$ cat src/rtl/gmii_tx_arbiter.sv
// gmii_tx_arbiter
//   Two-source round-robin arbiter for a shared GMII transmit port. One
//   source is granted per frame and its byte stream is forwarded through a
//   single register stage. A minimum inter-frame gap is enforced after every
//   frame. A granted source that never raises txen loses its grant after
//   START_TIMEOUT cycles.
//
// Ports
//   GMII_GTXCLK             transmit clock, rising edge
//   rst_n                   synchronous active-low reset
//   req0/req1               level requests, held until the frame is done
//   gnt0/gnt1               registered one-hot (or zero) grant
//   txd*/txen*/txer*        per-source GMII transmit signals
//   GMII_TXD/TXEN/TXER      registered shared output
//   frame_cnt0/frame_cnt1   completed frames per source (wrapping)
//   timeout_cnt             start-timeout events (saturating)
module gmii_tx_arbiter #(
    parameter int IPG_CYCLES    = 12,
    parameter int START_TIMEOUT = 64
) (
    input  logic        GMII_GTXCLK,
    input  logic        rst_n,
    input  logic        req0,
    input  logic        req1,
    output logic        gnt0,
    output logic        gnt1,
    input  logic [7:0]  txd0,
    input  logic [7:0]  txd1,
    input  logic        txen0,
    input  logic        txen1,
    input  logic        txer0,
    input  logic        txer1,
    output logic [7:0]  GMII_TXD,
    output logic        GMII_TXEN,
    output logic        GMII_TXER,
    output logic [15:0] frame_cnt0,
    output logic [15:0] frame_cnt1,
    output logic [7:0]  timeout_cnt
);

    localparam int TMO_W = (START_TIMEOUT > 1) ? $clog2(START_TIMEOUT) : 1;
    localparam int IPG_W = (IPG_CYCLES > 1) ? $clog2(IPG_CYCLES) : 1;
    localparam logic [TMO_W-1:0] TMO_LAST = TMO_W'(START_TIMEOUT - 1);
    localparam logic [IPG_W-1:0] IPG_LAST = IPG_W'(IPG_CYCLES - 1);

    typedef enum logic [1:0] {
        S_IDLE  = 2'd0,
        S_GRANT = 2'd1,
        S_PASS  = 2'd2,
        S_IPG   = 2'd3
    } state_t;

    state_t           state_q;
    logic             sel_q;    // currently selected source
    logic             last_q;   // last-served source
    logic [TMO_W-1:0] tmo_q;
    logic [IPG_W-1:0] ipg_q;
    logic             gnt0_q, gnt1_q;
    logic [7:0]       txd_q;
    logic             txen_q, txer_q;
    logic [15:0]      fcnt0_q, fcnt1_q;
    logic [7:0]       tcnt_q;

    // Selected-source view; the other source is never looked at.
    logic       req_s, txen_s, txer_s;
    logic [7:0] txd_s;
    logic       pick_d;  // winner when arbitrating in IDLE
    logic       fwd_d;   // outputs follow the selected source this cycle

    always_comb begin
        req_s  = sel_q ? req1  : req0;
        txen_s = sel_q ? txen1 : txen0;
        txer_s = sel_q ? txer1 : txer0;
        txd_s  = sel_q ? txd1  : txd0;
        // Contention goes to whoever was not served last.
        pick_d = (req0 && req1) ? ~last_q : req1;
        fwd_d  = (state_q == S_GRANT) || (state_q == S_PASS);
    end

    always_ff @(posedge GMII_GTXCLK) begin
        if (!rst_n) begin
            state_q <= S_IDLE;
            sel_q   <= 1'b0;
            last_q  <= 1'b1;
            tmo_q   <= '0;
            ipg_q   <= '0;
            gnt0_q  <= 1'b0;
            gnt1_q  <= 1'b0;
            txd_q   <= 8'h00;
            txen_q  <= 1'b0;
            txer_q  <= 1'b0;
            fcnt0_q <= 16'h0000;
            fcnt1_q <= 16'h0000;
            tcnt_q  <= 8'h00;
        end else begin
            txd_q  <= fwd_d ? txd_s  : 8'h00;
            txen_q <= fwd_d ? txen_s : 1'b0;
            txer_q <= fwd_d ? txer_s : 1'b0;

            case (state_q)
                S_IDLE: begin
                    if (req0 || req1) begin
                        sel_q   <= pick_d;
                        gnt0_q  <= ~pick_d;
                        gnt1_q  <= pick_d;
                        tmo_q   <= '0;
                        state_q <= S_GRANT;
                    end
                end
                S_GRANT: begin
                    if (txen_s) begin
                        state_q <= S_PASS;
                    end else if (!req_s) begin
                        // Source withdrew before starting: no gap, no count.
                        gnt0_q  <= 1'b0;
                        gnt1_q  <= 1'b0;
                        last_q  <= sel_q;
                        state_q <= S_IDLE;
                    end else if (tmo_q == TMO_LAST) begin
                        gnt0_q  <= 1'b0;
                        gnt1_q  <= 1'b0;
                        last_q  <= sel_q;
                        ipg_q   <= '0;
                        if (tcnt_q != 8'hFF) tcnt_q <= tcnt_q + 8'd1;
                        state_q <= S_IPG;
                    end else begin
                        tmo_q <= tmo_q + 1'b1;
                    end
                end
                S_PASS: begin
                    // Frame ends on the first sampled txen low; req is ignored.
                    if (!txen_s) begin
                        gnt0_q <= 1'b0;
                        gnt1_q <= 1'b0;
                        last_q <= sel_q;
                        ipg_q  <= '0;
                        if (sel_q) fcnt1_q <= fcnt1_q + 16'd1;
                        else       fcnt0_q <= fcnt0_q + 16'd1;
                        state_q <= S_IPG;
                    end
                end
                S_IPG: begin
                    ipg_q <= ipg_q + 1'b1;
                    if (ipg_q == IPG_LAST) state_q <= S_IDLE;
                end
                default: state_q <= S_IDLE;
            endcase
        end
    end

    assign gnt0        = gnt0_q;
    assign gnt1        = gnt1_q;
    assign GMII_TXD    = txd_q;
    assign GMII_TXEN   = txen_q;
    assign GMII_TXER   = txer_q;
    assign frame_cnt0  = fcnt0_q;
    assign frame_cnt1  = fcnt1_q;
    assign timeout_cnt = tcnt_q;

endmodule
$ cat config.mk
export PLATFORM = sky130hd
export DESIGN_NAME = gmii_tx_arbiter
export DESIGN_NICKNAME = d
export VERILOG_FILES = /design/src/rtl/gmii_tx_arbiter.sv
export SDC_FILE = /design/constraint.sdc
export NUM_CORES = 1
export LEC_CHECK = 0
export BUFFER_PORTS_ARGS = -buffer_cell sky130_fd_sc_hd__clkbuf_2
export CAP_MARGIN = 20
export CORE_MARGIN = 1
export CORE_UTILIZATION = 54
export CTS_CLUSTER_SIZE = 20
export DETAILED_ROUTE_END_ITERATION = 12
export HOLD_SLACK_MARGIN = 0.06
export PLACE_DENSITY = 0.8
export SKIP_CTS_REPAIR_TIMING = 1
export SYNTH_ARGS = -nofsm -noshare
export SYNTH_HDL_FRONTEND = slang
export SYNTH_SLANG_ARGS = --single-unit
$ cat constraint.sdc
create_clock -name GMII_GTXCLK -period 2.8 [get_ports GMII_GTXCLK]
set_clock_uncertainty 0.1 [all_clocks]
set_input_delay 0.56 -clock GMII_GTXCLK [delete_from_list [all_inputs] [get_ports GMII_GTXCLK]]
set_output_delay 0.56 -clock GMII_GTXCLK [all_outputs]
set_load 0.05 [all_outputs]
# Yosys cells after proc, flatten, opt, wreduce, memory -nomap -nowiden
# Cells that the tools add are included.
[op_classes]
n_eq_ne = 15
n_mux = 35
n_addsub = 5
magnitude_cmp = 0
div = 0
n_shift = 0
reduce_logical = 18
mul = 0
n_bitwise = 4
[op_table]
columns = ["cell", "n"]
rows = [
  ["adder 16 x 1 -> 16 bit (second input constant)", 2],
  ["two-way mux 6 bit", 4],
  ["AND reduction 5 bit", 4],
  ["two-way mux 4 bit", 4],
  ["two-way mux 1 bit", 14],
  ["two-way mux 2 bit", 6],
  ["!= test 2 bit (second input constant)", 6],
  ["case mux 4 bit (3 select lines)", 1],
  ["case mux 6 bit (2 select lines)", 1],
  ["adder 8 x 1 -> 8 bit (second input constant)", 1],
  ["two-way mux 8 bit", 1],
  ["!= test 8 bit (second input constant)", 1],
  ["case mux 2 bit (4 select lines)", 1],
  ["AND reduction 4 bit", 2],
  ["adder 6 x 1 -> 6 bit (second input constant)", 1],
  ["== test 6 bit (second input constant)", 1],
  ["case mux 1 bit (3 select lines)", 2],
  ["AND reduction 3 bit", 2],
  ["nonzero test 3 bit", 2],
  ["adder 4 x 1 -> 4 bit (second input constant)", 1],
  ["== test 2 bit (second input constant)", 2],
  ["== test 4 bit (second input constant)", 1],
  ["!= test 4 x 3 -> 1 bit (second input constant)", 1],
  ["inverter 1 bit", 4],
  ["9 further kinds", 12],
]
[word_totals]
latchBits = 0
mem_bits_ro = 0
n_memories = 0
word_cells = 90
ram_bits = 0
out_inout_bits = 52
regBits = 66

# Longest topological paths before layout
[depth]
depth_word = 5
depth_mapped = 7
ltp_nobuf = 6

# Least setup slack after synthesis
# No wires, ideal clock.
[synth_timing]
path_type = "register -> register"
from = "register fcnt1_q[0] (netlist: frame_cnt1[0])"
to = "register fcnt1_q[14] (netlist: frame_cnt1[14])"
slack_ns = 0.690
path_stages_with_launch = 6
setup_time_ns = 0.070
period_less_slack_ns = 2.110
required_time_ns = 2.630
path_buffers = 0
t_arrival_ns = 1.940
path_cell_list = "dfxtp_1 -> ha_1 -> and4b_1 -> nand4_1 -> or4_1 -> a21oi_1"
[synth_between]
elab_chain_len = 1
[synth_lines]
columns = ["item", "line_no", "source"]
rows = [
  ["start, declared", "61", "logic [15:0] fcnt0_q, fcnt1_q;"],
  ["start signal, assigned", "137", "if (sel_q) fcnt1_q <= fcnt1_q + 16'd1;"],
  ["adder 16 x 1 -> 16 bit", "137", ""],
]
# Every way passes these cells.
# A chain may end at the register's enable or synchronous reset.

==> flow_summary.yaml <==
cells_and_area:
  fin_cells: 512
  nets: 472
  area_delta_synth_final_pct: 18.8
  drive_above_1_share_pct: 22.5
  n_antenna_cell: 0
setup_path:
  crit_buf_inv: 1
  path_max_fanout: 13
  crit_path_end_kind: "register"
  critPathRequiredTime_ns: 2.96
  cp_slowest_cell: "o211ai_1"
  crit_type: "register to register"
  max_stage_delay_ns: 0.74
  cp-start-kind: "register"
  crit_family: "compound AO/OA/AOI/OAI gates"
  worstPathArrival_ns: 2.55
  crit_chain: "inv_1 -> ha_1 -> and4b_1 -> o211ai_1 -> nor4_1 -> a211oi_1"
sta:
  slew_headroom_pct: 39.3
  period_share_pct: 85.5
  period_needed_ns: 2.39
  rsz0062_at_grt: "no"
  setup_viol: 0
  hold_viol: 0
  setup_ws_ns: 0.406
  worst_pin_slew_ns: 0.906
  setup_tns_ns: 0
  max_freq_mhz: 418
  report.final.slew_viol_count: 0
clock_network:
  cts_buffers: 9
  clock_sinks: 66
  cts-htree-levels: 3
  cts_tree: "yes"
  cts_max_path_buffers: 2
  clockRootBuffer: "clkbuf_8"
  path_clk_slew_ns: 0.07
  clk_latency_ns: 0.34
status:
  status: "finished clean"
logic_synthesis:
  yosys.cell_types.count: 56
  synth_area_um2: 3250
  synth_nets: 396
  async_flop_share_pct: 0
  netlist_instances: 361
  synth_edf_count: 0
  ys_warn_count: 0
  synth_ff_type: "dfxtp_1"
  ys_seq_area_share_pct: 40.7
  synth-seq-cells: 66
  synthesis.area_per_instance_um2: 8.99
floorplan:
  die_h_um: 79.5
  fp.dieArea_um2: 6330
  row_count: 27
  die_w_um: 79.5
  ios: 76
  core_area_um2: 5640
  start_util_pct: 57.6
drt:
  drt_drc_violations_left: 0
  dr.max_layer_used: "met4"
  via_count: 2994
  routed_wl_um: 7180
  drt_pre_antenna_iters: 5
  via_per_inst: 5.85
  met3_length_um: 437
  drtAntennaViolNets: 0
  wl_per_cell_um: 14.0
  met2_length_um: 3340
  m1WireLength_um: 3290
  drt-initial-drc-count: 117
place:
  routabilityCongestion: 0.856
  io_buffers: 75
  dp_hpwl_um: 5160
  dp.cells: 498
  dp_slack_ns: 0.427
global_routing:
  grt_pass1_vias: 2667
  grt_antenna_before_repair: 0
  grt_usage_pct: 23.8
  grt_start_max_net_pins: 45
  grt_pass1_wl_um: 11800
  grt_remaining_overflow: 0
power_and_ir_drop:
  leakage_uw: 0.00153
  vdd_drop_max_mv: 0.640
  finalPower_uw: 2460
  p_per_area_nw_per_um2: 638
min_path:
  hold_class: "primary input to register"
run:
  cap_violations: 0
-- layout by cell type, fill, tap and decap left out, drive strengths merged, types with 3 or more instances in the layout --
| master | instances |
|---|---|
| clkbuf | 86 |
| dfxtp | 66 |
| a21oi | 32 |
| nor2 | 28 |
| nand2 | 22 |
| nand3 | 19 |
| or3 | 19 |
| mux2i | 17 |
| o21ai | 17 |
| inv | 15 |
| ha | 11 |
| nand4 | 9 |
| xnor2 | 8 |
| xor2 | 8 |
| or4 | 6 |
| o31ai | 6 |
| and4 | 5 |
| and3 | 5 |
| nor4 | 5 |
| o211ai | 5 |
| a211oi | 5 |
| nand3b | 5 |
| buf | 3 |
-- routing by layer --
metal | up-vias | GRT usage (%)
li1 | 1487 | -
met1 | 1399 | 29.0
met2 | 96 | 39.1
met3 | 12 | 7.66
met4 | 0 | 8.18
met5 | - | 0
-- area by class of cell --
type | count | area [um^2]
multi-input cells | 267 | 1800
inverters | 15 | 56.3
flip-flops and latches | 66 | 1320
fillers | 465 | 1780
clock inverters | 3 | 40.0
repair buffers | 78 | 398
well taps | 72 | 90.1
clock buffers | 11 | 151
-- worst reg2reg max path, stage by stage (launching register included) --
cell,delay [ns]
dfxtp_1,0.42
inv_1,0.12
ha_1,0.29
and4b_1,0.25
o211ai_1,0.74
nor4_1,0.14
a211oi_1,0.27
-- per-stage QoR --
step           cell area (um^2)  utilization [%]  hold slack [ns]
5_1_grt                    3860             68.4            0.353
3_3_place_gp               3670             65.0            0.355
3_5_place_dp               3670             65.0            0.367
2_1_floorplan              3250                -            0.352
6_report                   3860             68.4            0.357
4_1_cts                    3860             68.4            0.341
-- cells in the mapped netlist (6+ instances only) --
| cell type | number | area (um^2) |
|---|---|---|
| xnor2_1 | 8 | 70.1 |
| or3_1 | 19 | 119 |
| mux2i_1 | 17 | 170 |
| inv_1 | 15 | 56.3 |
| nand3_1 | 19 | 95.1 |
| clkbuf_1 | 8 | 30.0 |
| nor2_1 | 28 | 105 |
| a21oi_1 | 32 | 160 |
| dfxtp_1 | 66 | 1320 |
| o31ai_1 | 6 | 45.0 |
| o21ai_1 | 11 | 55.1 |
| o21ai_0 | 6 | 30.0 |
| or4_1 | 6 | 45.0 |
| xor2_1 | 8 | 70.1 |
| ha_1 | 11 | 138 |
| nand2_1 | 22 | 82.6 |
| nand4_1 | 8 | 50.1 |
-- cell families (layout without fill, tap and decap cells) --
family                     Yosys count  in the layout  synth area share (%)
and+or+nand+nor                    141            141                  25.5
AOI/OAI and AO/OA                   81             81                  15.7
DFF                                 66             66                  40.7
buffers and inverters               28            107                  3.81
muxes                               18             18                  5.70
xor gates and xnor gates            16             16                  4.32
adders and majority gates           11             11                  4.24
-- path summary, 6_finish.rpt --
kind / start / endpoint / slack, ns / cells after the start
worst min register to register: ipg_q[1] / ipg_q[1] / 0.38 / 2
worst max-delay path: register / timeout_cnt[7] / 0.41 / 6
worst min-delay path: txd1[2] / GMII_TXD[2] / 0.36 / 3
worst max register to register: register / timeout_cnt[7] / 0.41 / 6
-- power breakdown --
| part | internal [uW] | switching [uW] | leakage (uW) | total (uW) |
|---|---|---|---|---|
| Clock | 447 | 345 | 0.000101 | 791 |
| Combinational | 222 | 405 | 0.000896 | 627 |
| Sequential | 999 | 43.3 | 0.000534 | 1040 |
| Total | 1670 | 793 | 0.00153 | 2460 |
-- state kept, by name (all words and copies together), names as in the netlist, named ones only --
register,count
GMII_TXER,1
frame_cnt1,16
gnt0,1
sel_q,1
GMII_TXEN,1
state_q,1
frame_cnt0,16
tmo_q,6
last_q,1
ipg_q,4
GMII_TXD,8
timeout_cnt,8
gnt1,1
Power figures use the tool's default switching activity.
